<file path="config.mk">
export PLATFORM = sky130hd
export DESIGN_NAME = calc_sequencer
export DESIGN_NICKNAME = d
export VERILOG_FILES = /design/src/rtl/calc_sequencer.sv
export SDC_FILE = /design/constraint.sdc
export NUM_CORES = 1
export LEC_CHECK = 0
export ABC_CLOCK_PERIOD_IN_PS = 4610
export CORE_MARGIN = 4
export CORE_UTILIZATION = 40
export CTS_BUF_LIST = sky130_fd_sc_hd__clkbuf_16
export DETAILED_ROUTE_END_ITERATION = 7
export PLACE_DENSITY = 0.68
export SYNTH_ARGS = -nofsm -noshare
export SYNTH_HDL_FRONTEND = slang
export SYNTH_SLANG_ARGS = --single-unit
</file>
<file path="constraint.sdc">
create_clock -name clk -period 4.61 [get_ports clk]
set_input_delay 0.461 -clock clk [delete_from_list [all_inputs] [get_ports clk]]
set_output_delay 0.461 -clock clk [all_outputs]
set_load 0.005 [all_outputs]
</file>
<file path="src/rtl/calc_sequencer.sv">
`default_nettype none
// ============================================================================
// Module   : calc_sequencer
// Brief    : Key-driven operand/operator/execute sequencer for the grid
//            calculator; drives an external ALU and selects the display value.
// Revision : 1.0 - initial release
// ============================================================================
module calc_sequencer #(
  parameter int DIGITS = 4,
  parameter int WIDTH  = 4 * DIGITS
) (
  input  logic             clk,
  input  logic             rst,
  input  logic             key_valid,
  input  logic [4:0]       key_val,
  input  logic [WIDTH-1:0] alu_result,
  output logic [WIDTH-1:0] operand_a,
  output logic [WIDTH-1:0] operand_b,
  output logic [2:0]       alu_op,
  output logic [WIDTH-1:0] display_value,
  output logic             result_valid,
  output logic [2:0]       state
);

  localparam int CW = $clog2(DIGITS + 1);
  localparam logic [CW-1:0] C_CNT_MAX = CW'(DIGITS);
  localparam logic [CW-1:0] C_CNT_ONE = CW'(1);

  localparam logic [4:0] C_KEY_EXE = 5'h13;
  localparam logic [4:0] C_KEY_CE  = 5'h16;
  localparam logic [4:0] C_KEY_CLR = 5'h17;

  typedef enum logic [2:0] {
    ST_A    = 3'd0,
    ST_B    = 3'd1,
    ST_EXEC = 3'd2,
    ST_RES  = 3'd3
  } state_t;

  state_t          state_q, state_d;
  logic [WIDTH-1:0] a_q, a_d, b_q, b_d, result_q, result_d;
  logic [2:0]       op_q, op_d;
  logic [CW-1:0]    cnt_q, cnt_d;

  logic             is_digit, is_op, cnt_room;
  logic [2:0]       op_code;
  logic [WIDTH-1:0] a_shift, b_shift, digit_ext;

  // Key decode: digit class, operator class and operator-to-ALU encoding.
  always_comb begin
    is_digit  = (key_val[4] == 1'b0);
    is_op     = 1'b1;
    op_code   = 3'd0;
    case (key_val)
      5'h10:   op_code = 3'd0;  // ADD
      5'h14:   op_code = 3'd1;  // SUB
      5'h11:   op_code = 3'd2;  // MULT
      5'h12:   op_code = 3'd3;  // AND
      5'h15:   op_code = 3'd4;  // OR
      default: is_op   = 1'b0;
    endcase
    cnt_room  = (cnt_q < C_CNT_MAX);
    a_shift   = {a_q[WIDTH-5:0], key_val[3:0]};
    b_shift   = {b_q[WIDTH-5:0], key_val[3:0]};
    digit_ext = {{(WIDTH-4){1'b0}}, key_val[3:0]};
  end

  // Next-state and register-update logic for the entry/execute cycle.
  always_comb begin
    state_d  = state_q;
    a_d      = a_q;
    b_d      = b_q;
    result_d = result_q;
    op_d     = op_q;
    cnt_d    = cnt_q;
    if (state_q == ST_EXEC) begin
      // Single capture cycle; any key arriving now is dropped, CLR included.
      result_d = alu_result;
      state_d  = ST_RES;
    end else if (key_valid) begin
      if (key_val == C_KEY_CLR) begin
        a_d      = '0;
        b_d      = '0;
        result_d = '0;
        op_d     = 3'd0;
        cnt_d    = '0;
        state_d  = ST_A;
      end else begin
        case (state_q)
          ST_A: begin
            if (is_digit) begin
              if (cnt_room) begin
                a_d   = a_shift;
                cnt_d = cnt_q + C_CNT_ONE;
              end
            end else if (is_op) begin
              op_d    = op_code;
              b_d     = '0;
              cnt_d   = '0;
              state_d = ST_B;
            end else if (key_val == C_KEY_CE) begin
              a_d   = '0;
              cnt_d = '0;
            end
          end
          ST_B: begin
            if (is_digit) begin
              if (cnt_room) begin
                b_d   = b_shift;
                cnt_d = cnt_q + C_CNT_ONE;
              end
            end else if (is_op) begin
              op_d = op_code;
            end else if (key_val == C_KEY_EXE) begin
              state_d = ST_EXEC;
            end else if (key_val == C_KEY_CE) begin
              b_d   = '0;
              cnt_d = '0;
            end
          end
          ST_RES: begin
            if (is_digit) begin
              a_d     = digit_ext;
              cnt_d   = C_CNT_ONE;
              state_d = ST_A;
            end else if (is_op) begin
              // Chain: the previous result becomes the new left operand.
              a_d     = result_q;
              op_d    = op_code;
              b_d     = '0;
              cnt_d   = '0;
              state_d = ST_B;
            end else if (key_val == C_KEY_EXE) begin
              // Repeat last operation with the result as the new left operand.
              a_d     = result_q;
              state_d = ST_EXEC;
            end else if (key_val == C_KEY_CE) begin
              a_d     = '0;
              cnt_d   = '0;
              state_d = ST_A;
            end
          end
          default: state_d = ST_A;
        endcase
      end
    end
  end

  // State and datapath registers; asynchronous active-low reset.
  always_ff @(posedge clk or negedge rst) begin
    if (!rst) begin
      state_q  <= ST_A;
      a_q      <= '0;
      b_q      <= '0;
      result_q <= '0;
      op_q     <= 3'd0;
      cnt_q    <= '0;
    end else begin
      state_q  <= state_d;
      a_q      <= a_d;
      b_q      <= b_d;
      result_q <= result_d;
      op_q     <= op_d;
      cnt_q    <= cnt_d;
    end
  end

  // Display selection and direct register outputs.
  always_comb begin
    display_value = a_q;
    case (state_q)
      ST_A:    display_value = a_q;
      ST_B:    display_value = (cnt_q != '0) ? b_q : a_q;
      ST_EXEC: display_value = b_q;
      ST_RES:  display_value = result_q;
      default: display_value = a_q;
    endcase
    operand_a    = a_q;
    operand_b    = b_q;
    alu_op       = op_q;
    result_valid = (state_q == ST_RES);
    state        = state_q;
  end

endmodule
`default_nettype wire

</file>
; ---- Word level (Yosys, flattened, before mapping)
; Cells that the tools add are included.
[word_totals]
latchBits = 0
romBits = 0
inputBits = 24
wordCells = 106
n_memories = 0
ff_bits = 57
ramBits = 0
[op_classes]
add_sub_neg = 1
mux = 53
n_mul = 0
n_lt_le_gt_ge = 1
eq_ne = 25
n_shift = 0
reduce_logical = 19
div = 0
bitwise_logic = 1
[op_table]
columns = cell, n
row1 = 16-bit 2-to-1 mux, 20
row2 = 3-bit 2-to-1 mux, 26
row3 = 16-bit case mux with 2 select lines, 2
row4 = 16-bit case mux with 3 select lines, 1
row5 = "4-bit != test, second input constant", 11
row6 = "5-bit equality test, second input constant", 8
row7 = 3-bit case mux with 3 select lines, 2
row8 = 3-bit case mux with 4 select lines, 1
row9 = 5-bit AND reduction, 2
row10 = 2-bit nonzero test, 5
row11 = 9-bit AND reduction, 1
row12 = 3-bit nonzero test, 3
row13 = "7-bit by 2-bit != test with 1-bit output, second input constant", 1
row14 = 7-bit AND reduction, 1
row15 = "3-bit by 2-bit equality test with 1-bit output, second input constant", 2
row16 = "3-bit by 1-bit != test with 1-bit output, second input constant", 2
row17 = 5-bit OR reduction, 1
row18 = 4-bit AND reduction, 1
row19 = 4-bit nonzero test, 1
row20 = "3-bit by 1-bit adder with 3-bit output, second input constant", 1
row21 = "3-bit by 1-bit equality test with 1-bit output, second input constant", 1
row22 = 3-bit logical NOT, 1
row23 = "3-bit < comparator, second input constant", 1
row24 = 3-bit OR reduction, 1
row25 = other kinds (4), 4

; ---- Logic depth before layout (Yosys ltp)
[depth]
ltp_word = 9
ltp_mapped = 8
depth_no_buf = 7

; ---- Least setup slack after synthesis
; OpenSTA, ideal clock, no wires.
[synth_timing]
path_type = register to output
from = register state_q[0] (netlist: state[0])
to = output port display_value[10]
arrival_ns = 1.747
slack_ns = 2.402
path_stages_with_launch = 7
path_cell_list = dfrtp_1 ha_1 clkbuf_1 clkbuf_1 buf_1 a22oi_1 o21ai_0
[synth_via]
elab_chain_len = 2
[synth_rtl]
columns = item, line
row1 = from (decl), 40  ; state_t state_q, state_d;
row2 = from (signal assigned), 159  ; state_q <= state_d;
row3 = 3-bit by 2-bit equality test with 1-bit output, -
row4 = via result_valid, 21  ; output logic result_valid,
row5 = 16-bit case mux with 3 select lines, 171  ; case (state_q)
row6 = to (decl), 20  ; output logic [WIDTH-1:0] display_value,
; The timed path passes the listed nets, and every way through them passes these cells.

; ---- Worst setup path in the final report
[layout_timing]
from = register state_q[0] (netlist: state[0])
to = output port display_value[0]
[layout_via]
elab_chain_len = 2
[layout_rtl]
columns = item, line
row1 = 3-bit by 2-bit equality test with 1-bit output / 3-bit by 1-bit equality test with 1-bit output (equally long branches), 171
row2 = 16-bit case mux with 3 select lines (*), 171
; Every way passes the cells marked *; elsewhere a longest branch is shown, timed or not.

==> summary.md <==
| Metric | Value |
|---|---|
| Routed Antenna Nets | `0` |
| Detailed-route wire length per cell | `18.8 um` |
| CTS tree | `yes` |
| Fmax | `282 MHz` |
| Pwr Total | `2.62 mW` |
| Yosys reg bits | `56` |
| Proportion of synthesized area in mux cells | `0.326%` |
| Grt ovf | `0` |
| Setup Fix Bufs, Post-CTS | `0` |
| Min-delay worst type | `in -> async` |
| Clock root buffer master | `clkbuf_16` |
| Clock Tree Buf Depth | `2` |
| DP Area | `3850 um2` |
| Synthesized netlist cell count | `338` |
| Ys async rst share | `100%` |
| CP Launch Type | `flop` |
| Input/output buffers | `77` |
| Status | `complete, no violations` |
| Met2 wire length | `4040 um` |
| Setup Skew | `0.00314 ns` |
| Worst r2r path cells | `5` |
| DR WL met3 | `613 um` |
| Post_cts resized | `0` |
| Num ports | `between 70 and 80` |
| # setup viols final | `0` |
| Crit path arrival time | `3.09 ns` |
| RSZ-0062 raised after global routing | `no` |
| Post-route cell area | `about 4000 um2` |
| Most frequent cells in the layout | `clkdlybuf4s50_1, nand2_1, dfrtp_1, o21ai_0, a22oi_1` |
| Top Layer Used | `met4` |
| Pwr dens | `approximately 650 nW/um2` |
| Post-synthesis cell type count | `48` |
| Worst-Skew Late Latency | `around 0.29 ns` |
| Nets | `427` |
| Prevailing post-synth register cell | `dfrtp_1` |
| Reg2Reg Launch Point | `state[1]$_DFFE_PN0P_` |
| Fill cells | `slightly below 700` |
| Total GRT Usage | `20.5%` |
| P&R area growth vs syn | `31.1%` |
| Router iterations before antenna repair | `7` |
| Final hold viol count | `0` |
| Worst-Margin Slew | `1.14 ns` |
| Antenna Cells | `0` |
| Clock sinks | `56` |
| Synth Area in Simple Gates | `12.9%` |
| Xor/xnor share of the synthesized area | `less than 1%` |
| Largest net degree at the start of global routing | `57` |
| Final wirelength | `9320 um` |
| DR vias | `2,880` |
| Crit. Startpoint | `state[0]$_DFFE_PN0P_` |
| Leak pwr | `1.63 nW` |
| First-pass GRT wire length | `14,600 um` |
| Largest family of logic cells by synthesized area | `compound AO/OA/AOI/OAI gates` |
| DRC viols | `0` |
| Minimum clock period after layout | `3.55 ns` |
| Chip width | `~96 um` |
| Final core utilization | `54.6%` |
| Post-synthesis adder-cell area fraction | `about 2.4%` |
| Hold-fix buffers, CTS | `0` |
| Tcrit/Tclk final | `77.0%` |
| Post-Syn Area | `3070 um2` |
| CP required | `4.15 ns` |
| Most common cell after layout, fill and taps aside | `clkdlybuf4s50_1` |
| Place WS | `1.44 ns` |
| Setup crit end kind | `output port` |
| EDFF count, synth | `0` |
| Core Rows | `31` |
| WL met1 | `4520 um` |
| Max-slew headroom | `24.1%` |
| Post-synthesis sequential area ratio | `45.6%` |
| Initial Util | `41.7%` |
| Sum of negative setup slack | `0 ns` |
| Worst IR drop on VDD | `roughly 0.25 mV` |
| Reg area | `1400 um2` |
| GP Congestion | `0.871` |
| Synthesized Nets | `~370` |
| Max-cap viol count | `0` |
| Final worst slack | `1.06 ns` |
| CTS H-tree depth | `2` |
| Slew Limit Fails | `0` |
| Via density | `5.79` |
| Die Span Y | `~96 um` |
| Synthesis warning total | `0` |
| Number of global-route vias before repair | `2,661` |
| WS Path Type | `reg -> out` |
| Num CTS Buffers | `5` |
| DPL Wire Length | `roughly 6700 um` |
| Initial antenna violation count | `0` |
| Compound-Gate Fraction of Synth Area | `roughly a third` |
| Multi-input gate area | `1510 um2` |
| Core Region | `7370 um2` |
| Mean Syn Cell Area | `9.08 um2` |
| Layout cells sized above 1 | `4.27%` |
| Crit-path max FO | `23` |
| Die area | `9140 um2` |
| Reg clk slew, reported paths | `0.07 ns` |
| 1st-iter DRT viols | `354` |
final timing paths:
kind	endpoint	slack [ns]
max	display_value[0]	1.06
min	alu_op[2]$_DFFE_PN0P_	0.29
max reg2reg	operand_b[2]$_DFFE_PN0P_	2.08
min reg2reg	operand_b[15]$_DFFE_PN0P_	0.52
max in group asynchronous	operand_a[3]$_DFFE_PN0P_	3.85
min in group clk	operand_b[15]$_DFFE_PN0P_	0.52
cells in the mapped netlist (2+ instances only):
cell,n,area [um2]
a22oi_1,28,210
dfrtp_1,56,1400
a21o_1,3,22.5
o2bb2ai_1,15,131
buf_1,2,7.51
inv_1,10,37.5
a22o_1,17,149
nor3_1,6,30.0
o21ai_0,44,220
clkbuf_1,14,52.6
nor2_1,10,37.5
nand2b_1,3,18.8
o211ai_1,3,22.5
nand3_1,4,20.0
nor2b_1,2,12.5
buf_4,2,15.0
buf_2,8,40.0
o22ai_1,3,18.8
o221ai_1,5,43.8
ha_1,6,75.1
a21oi_1,11,55.1
nand2_1,59,221
a41o_1,2,20.0
metal layers:
layer | global-route usage (%) | vias to the layer above
li1 | - | 1362
met1 | 32.2 | 1372
met2 | 29.5 | 135
met3 | 2.60 | 11
met4 | 4.74 | 0
met5 | 0 | -
area by class of cell:
class / count / share of cell area (%)
multi-input cells: 245 / 37.5
flip-flops and latches: 56 / 34.8
repair buffers: 79 / 19.4
clock buffers: 5 / 3.11
well taps: 99 / 3.08
clock inverters: 3 / 1.15
inverters: 10 / 0.932
metrics by stage:
| step | hold slack [ns] | cells |
|---|---|---|
| after floorplan | 0.165 | 338 |
| after global placement | 0.498 | 489 |
| after detailed placement | 0.503 | 489 |
| after CTS | 0.327 | 497 |
| after global routing | 0.360 | 497 |
| final | 0.286 | 497 |
worst max-delay path, cell delays in order (launching register included):
cell	delay (ns)
dfrtp_1	0.45
inv_1	0.15
ha_1	0.71
a21o_1	0.46
a22oi_1	0.13
o21ai_0	0.33
clkdlybuf4s50_1	0.56
cell families after synthesis:
logic type,count (synthesis)
AO/OA/AOI/OAI,144
AND/OR/NAND/NOR,92
flip-flops,56
buffers and inverters,37
adder cells (fa/ha/maj),6
other,1
XOR/XNOR,1
multiplexers,1
where the power goes:
part | internal, mW | total [mW] | switching (mW)
sequential | 0.665 | 0.871 | 0.206
combinational | 0.646 | 1.31 | 0.663
clock | 0.260 | 0.444 | 0.185
total | 1.57 | 2.62 | 1.05
flip-flops by register name (all words and copies together), names as in the netlist:
register   cells
operand_a     16
state          2
result_q      16
alu_op         3
cnt_q          3
operand_b     16
Power figures use the tool's default switching activity.
